[src/rtl/sr_flop_bank.sv]
// Bank of WIDTH clocked SR flags with active-low S/R, an input synchroniser, a MODE policy for S=R=0, and sticky conflict reporting.
// Define SR_FLOP_BANK_EDGE_EN to act on falling edges of the synchronised S/R instead of levels.
module sr_flop_bank #(
  parameter int WIDTH       = 4,
  parameter int MODE        = 0,
  parameter int SYNC_STAGES = 2,
  parameter int CNT_W       = 8
) (
  input  logic             clk,
  input  logic             rst,
  input  logic [WIDTH-1:0] S,
  input  logic [WIDTH-1:0] R,
  input  logic             clr_conflict,
  output logic [WIDTH-1:0] Q,
  output logic [WIDTH-1:0] Qn,
  output logic [WIDTH-1:0] conflict,
  output logic [CNT_W-1:0] conflict_cnt
);

  logic [WIDTH-1:0] w_ss;
  logic [WIDTH-1:0] w_rs;
  logic [WIDTH-1:0] w_set;
  logic [WIDTH-1:0] w_clr;
  logic [WIDTH-1:0] w_conf;
  logic             w_any;
  logic [WIDTH-1:0] w_q_next;

  logic [WIDTH-1:0] r_q;
  logic [WIDTH-1:0] r_qn;
  logic [WIDTH-1:0] r_conflict;
  logic [CNT_W-1:0] r_cnt;

  generate
    if (SYNC_STAGES == 0) begin : g_nosync
      assign w_ss = S;
      assign w_rs = R;
    end else begin : g_sync
      logic [WIDTH-1:0] r_s_sync [SYNC_STAGES];
      logic [WIDTH-1:0] r_r_sync [SYNC_STAGES];

      // NOTE: the synchroniser is an array but still gets an explicit reset to 1, so stale lows are flushed by rst.
      always_ff @(posedge clk) begin
        if (rst) begin
          for (int i = 0; i < SYNC_STAGES; i++) begin
            r_s_sync[i] <= '1;
            r_r_sync[i] <= '1;
          end
        end else begin
          r_s_sync[0] <= S;
          r_r_sync[0] <= R;
          for (int i = 1; i < SYNC_STAGES; i++) begin
            r_s_sync[i] <= r_s_sync[i-1];
            r_r_sync[i] <= r_r_sync[i-1];
          end
        end
      end

      assign w_ss = r_s_sync[SYNC_STAGES-1];
      assign w_rs = r_r_sync[SYNC_STAGES-1];
    end
  endgenerate

`ifdef SR_FLOP_BANK_EDGE_EN
  logic [WIDTH-1:0] r_ss_prev;
  logic [WIDTH-1:0] r_rs_prev;

  always_ff @(posedge clk) begin
    if (rst) begin
      r_ss_prev <= '1;
      r_rs_prev <= '1;
    end else begin
      r_ss_prev <= w_ss;
      r_rs_prev <= w_rs;
    end
  end

  assign w_set = r_ss_prev & ~w_ss;
  assign w_clr = r_rs_prev & ~w_rs;
`else
  assign w_set = ~w_ss;
  assign w_clr = ~w_rs;
`endif

  assign w_conf = w_set & w_clr;
  assign w_any  = |w_conf;

  // NOTE: default to the current state first so no path through this block leaves w_q_next unassigned (no latch).
  always_comb begin
    w_q_next = r_q;
    for (int i = 0; i < WIDTH; i++) begin
      if (w_conf[i]) begin
        case (MODE)
          0:       w_q_next[i] = 1'b0;
          1:       w_q_next[i] = 1'b1;
          3:       w_q_next[i] = ~r_q[i];
          default: w_q_next[i] = r_q[i];
        endcase
      end else if (w_set[i]) begin
        w_q_next[i] = 1'b1;
      end else if (w_clr[i]) begin
        w_q_next[i] = 1'b0;
      end
    end
  end

  // NOTE: state registers use non-blocking assignments so every flop samples pre-edge values.
  always_ff @(posedge clk) begin
    if (rst) begin
      r_q        <= '0;
      r_qn       <= '1;
      r_conflict <= '0;
      r_cnt      <= '0;
    end else begin
      r_q  <= w_q_next;
      r_qn <= ~w_q_next;
      if (clr_conflict) begin
        r_conflict <= w_conf;
        r_cnt      <= w_any ? CNT_W'(1) : '0;
      end else begin
        r_conflict <= r_conflict | w_conf;
        if (w_any && (r_cnt != '1)) r_cnt <= r_cnt + CNT_W'(1);
      end
    end
  end

  assign Q            = r_q;
  assign Qn           = r_qn;
  assign conflict     = r_conflict;
  assign conflict_cnt = r_cnt;

endmodule

[config.mk]
export PLATFORM = sky130hd
export DESIGN_NAME = sr_flop_bank
export DESIGN_NICKNAME = d
export VERILOG_FILES = /design/src/rtl/sr_flop_bank.sv
export SDC_FILE = /design/constraint.sdc
export NUM_CORES = 1
export LEC_CHECK = 0
export CORE_MARGIN = 3
export CORE_UTILIZATION = 40
export DETAILED_ROUTE_END_ITERATION = 10
export PLACE_DENSITY = 0.69
export REMOVE_ABC_BUFFERS = 1
export SKIP_LAST_GASP = 1
export SLEW_MARGIN = 20
export SYNTH_ARGS = -nofsm -noshare
export SYNTH_HDL_FRONTEND = slang
export SYNTH_SLANG_ARGS = --single-unit
[constraint.sdc]
create_clock -name clk -period 4.1 [get_ports clk]
set_clock_uncertainty 0.05 [all_clocks]
set_input_delay 0.41 -clock clk [delete_from_list [all_inputs] [get_ports clk]]
set_output_delay 0.41 -clock clk [all_outputs]
set_load 0.005 [all_outputs]
==> impl_results.md <==
- DR pass1 iterations: 4
- Crit-path max FO: 10
- Crit path DAT: 2.09 ns
- Hold WC Path Type: flop to flop
- GPL Wtd Cong: 0.702
- Yosys warnings: 0
- Area Growth Syn to Fin: 32.3%
- Largest net degree at the start of global routing: 28
- Htree depth: 2
- Post-DP Area: 0.00153 mm^2
- Post-Syn Instances: 119
- Vias in the first global route: 842
- FF+latch count, synth: 36
- Final period util: 0.458
- IO buf count: 30
- Postcts setup bufs: 0
- Starting Density: 0.430
- # diodes: 0
- Hold path startpoint: g_sync.r_s_sync[0][3]
- Post-DP HPWL: 1580 um
- Post-Synth Simple-Gate Area: 0.238
- Max Cap Viol: 0
- Setup TNS: 0 ns
- Clk sink count: 36
- Fin area: 0.00159 mm^2
- Final nets: 165
- Slew @ Worst Pin: 0.720 ns
- Bufs on Longest Clock Path: 2
- Unique masters post-synth: 28
- Vias per cell: 5.02
- Mapped Area: 0.00120 mm^2
- Peak supply drop: 0.000258 V
- Cts hold-fix bufs: 0
- Maximum operating frequency: 532 MHz
- Clock transition at path regs: 0.10 ns
- CP endpoint kind: flop
- Post-synthesis sequential area ratio: 0.598
- Final Non-Filler Cells: 185
- # rows: 19
- Post-Synth Adder-Cell Area: 0.0104
- Mux contribution to synthesized area: 0.0177
- WS Path Type: flop to flop
- GRT Total Usage: 0.134
- Total global routing overflow: 0
- Fin. max-slew vios: 0
- Initial antenna violation count: 0
- Total power: 0.597 mW
- Die Width: 60.9 um
- Leakage power: 0.613 nW
- Initial DRC Count: 25
- Fraction of layout cells with a size suffix above 1: 0.188
- Die Y: 60.9 um
- Via count: 928
- Root Driver: clkbuf_4
- Post-Synth XOR/XNOR Area: 0.00727
- Startpoint types: flop
- Worst EP required: 4.31 ns
- Unrepaired setup endpoints after global routing: false
- Final-report hold violation count: 0
- First-pass GRT wire length: 3550 um
- Setup Viol. Count Final: 0
- Top Ports: 31
- DR WL/cell: 11.9 um
- Crit. Startpoint: conflict_cnt[0]
- Clock period minus worst slack: 1.88 ns
- Antenna viol nets, final: 0
- Post-cts resize count: 0
- DRC: 0
- Power Dens Cells: 374 mW/mm^2
- CTS tree: done
- Main combinational cell family by area after synthesis: simple AND/OR/NAND/NOR gates
- Area of the core: 0.00281 mm^2
- Die area: 0.00371 mm^2
- Compound-Gate Fraction of Synth Area: 0.104
- Worst Hold Slack: 0.360 ns
- Placed cell count: 177
- Synth Area per Inst: 10.1 um^2
- Status: finished, final reports clean
- Clk_lat worst skew: 0.34 ns
- Total Wirelength: 2210 um
- Relative slew slack: 0.518
- R2R Path Start: conflict_cnt[0]
- Cts bufs inserted: 5
cells by family after synthesis:
logic type | after synthesis
flops | 36
fa+ha+maj | 1
xor+xnor | 1
compound gates | 20
simple gates | 51
mux | 2
buf+inv | 8
synthesized netlist by cell type:
cell type,count,area share
ha_1,1,0.010
nand3b_1,4,0.025
a21oi_1,9,0.037
mux2_2,1,0.0093
o41ai_1,1,0.0073
mux2i_1,1,0.0083
o21a_1,1,0.0062
nand4_1,1,0.0052
or4_1,1,0.0062
nand2_1,4,0.012
or2_2,17,0.088
o21ai_0,4,0.017
dfxtp_1,36,0.60
o22ai_2,1,0.010
nand2b_1,4,0.021
o221ai_1,1,0.0073
xor2_1,1,0.0073
nor4_1,1,0.0052
or3_1,3,0.016
nor2_1,12,0.037
buf_1,1,0.0031
nand3_1,2,0.0083
inv_1,5,0.016
nand3_2,1,0.0083
or2_1,1,0.0052
o31a_2,1,0.0083
clkbuf_1,2,0.0062
o22ai_1,2,0.010
power breakdown:
group / switching (mW) / total [mW] / leakage (nW) / internal [mW]
Sequential: 0.00519 / 0.367 / 0.295 / 0.361
Clock: 0.110 / 0.192 / 0.0380 / 0.0815
Combinational: 0.0138 / 0.0387 / 0.280 / 0.0249
Total: 0.129 / 0.597 / 0.613 / 0.468
worst paths after layout:
| path | end | slack (ns) | cells past startpoint |
|---|---|---|---|
| worst max-delay path | conflict_cnt[0] | 2.22 | 5 |
| worst min-delay path | g_sync.r_s_sync[0][7] | 0.36 | 1 |
| worst max register to register | conflict_cnt[0] | 2.22 | 5 |
| worst min register to register | g_sync.r_s_sync[0][7] | 0.36 | 1 |
flip-flops by register name (all words and copies together), names as in the netlist:
name,cells
conflict_cnt,8
Q,4
conflict,4
g_sync.r_r_sync,8
g_sync.r_s_sync,8
Qn,4
worst max-delay path, cell delays in order, from the launching register on:
cell,delay [ns]
dfxtp_1,0.42
ha_1,0.28
nand4_1,0.16
o22ai_2,0.37
mux2_2,0.39
a21oi_1,0.13
cells in the final DEF, fill, tap and decap left out, types with 2 or more instances in the layout:
cell and instances:
or2_2 17, or3_1 3, clkinv_2 2, o21ai_0 4, a21oi_1 9, nand2b_1 4
nand3_1 2, nor2_1 12, inv_1 5, clkdlybuf4s50_1 30, o22ai_1 2, clkbuf_4 5
nand2_1 4, nand3b_1 4, dfxtp_1 36
layer usage:
| layer | GRT usage | part of all wire | wire length [um] | vias up |
|---|---|---|---|---|
| met3 | 0.0745 | 0.091 | 200 | 4 |
| met2 | 0.226 | 0.47 | 1050 | 33 |
| met4 | 0.0557 | 0.012 | 27 | 0 |
| met1 | 0.139 | 0.42 | 935 | 420 |
| li1 | - | - | - | 471 |
| met5 | 0 | 0 | 0 | - |
metrics by stage:
step / util / setup WS [ns]
6_report: 0.568 / 2.22
5_1_grt: 0.568 / 2.12
4_1_cts: 0.568 / 2.24
3_5_place_dp: 0.546 / 2.10
3_3_place_gp: 0.546 / 2.17
2_1_floorplan: - / 2.48
cell type report:
| type | count | area [um^2] |
|---|---|---|
| clock buffers | 6 | 51.3 |
| clock inverters | 2 | 10.0 |
| fillers | 256 | 1210 |
| inverters | 5 | 18.8 |
| multi-input cells | 75 | 454 |
| flip-flops and latches | 36 | 721 |
| well taps | 31 | 38.8 |
| repair buffers | 30 | 300 |
No activity file was read; power rests on OpenSTA's default activity.
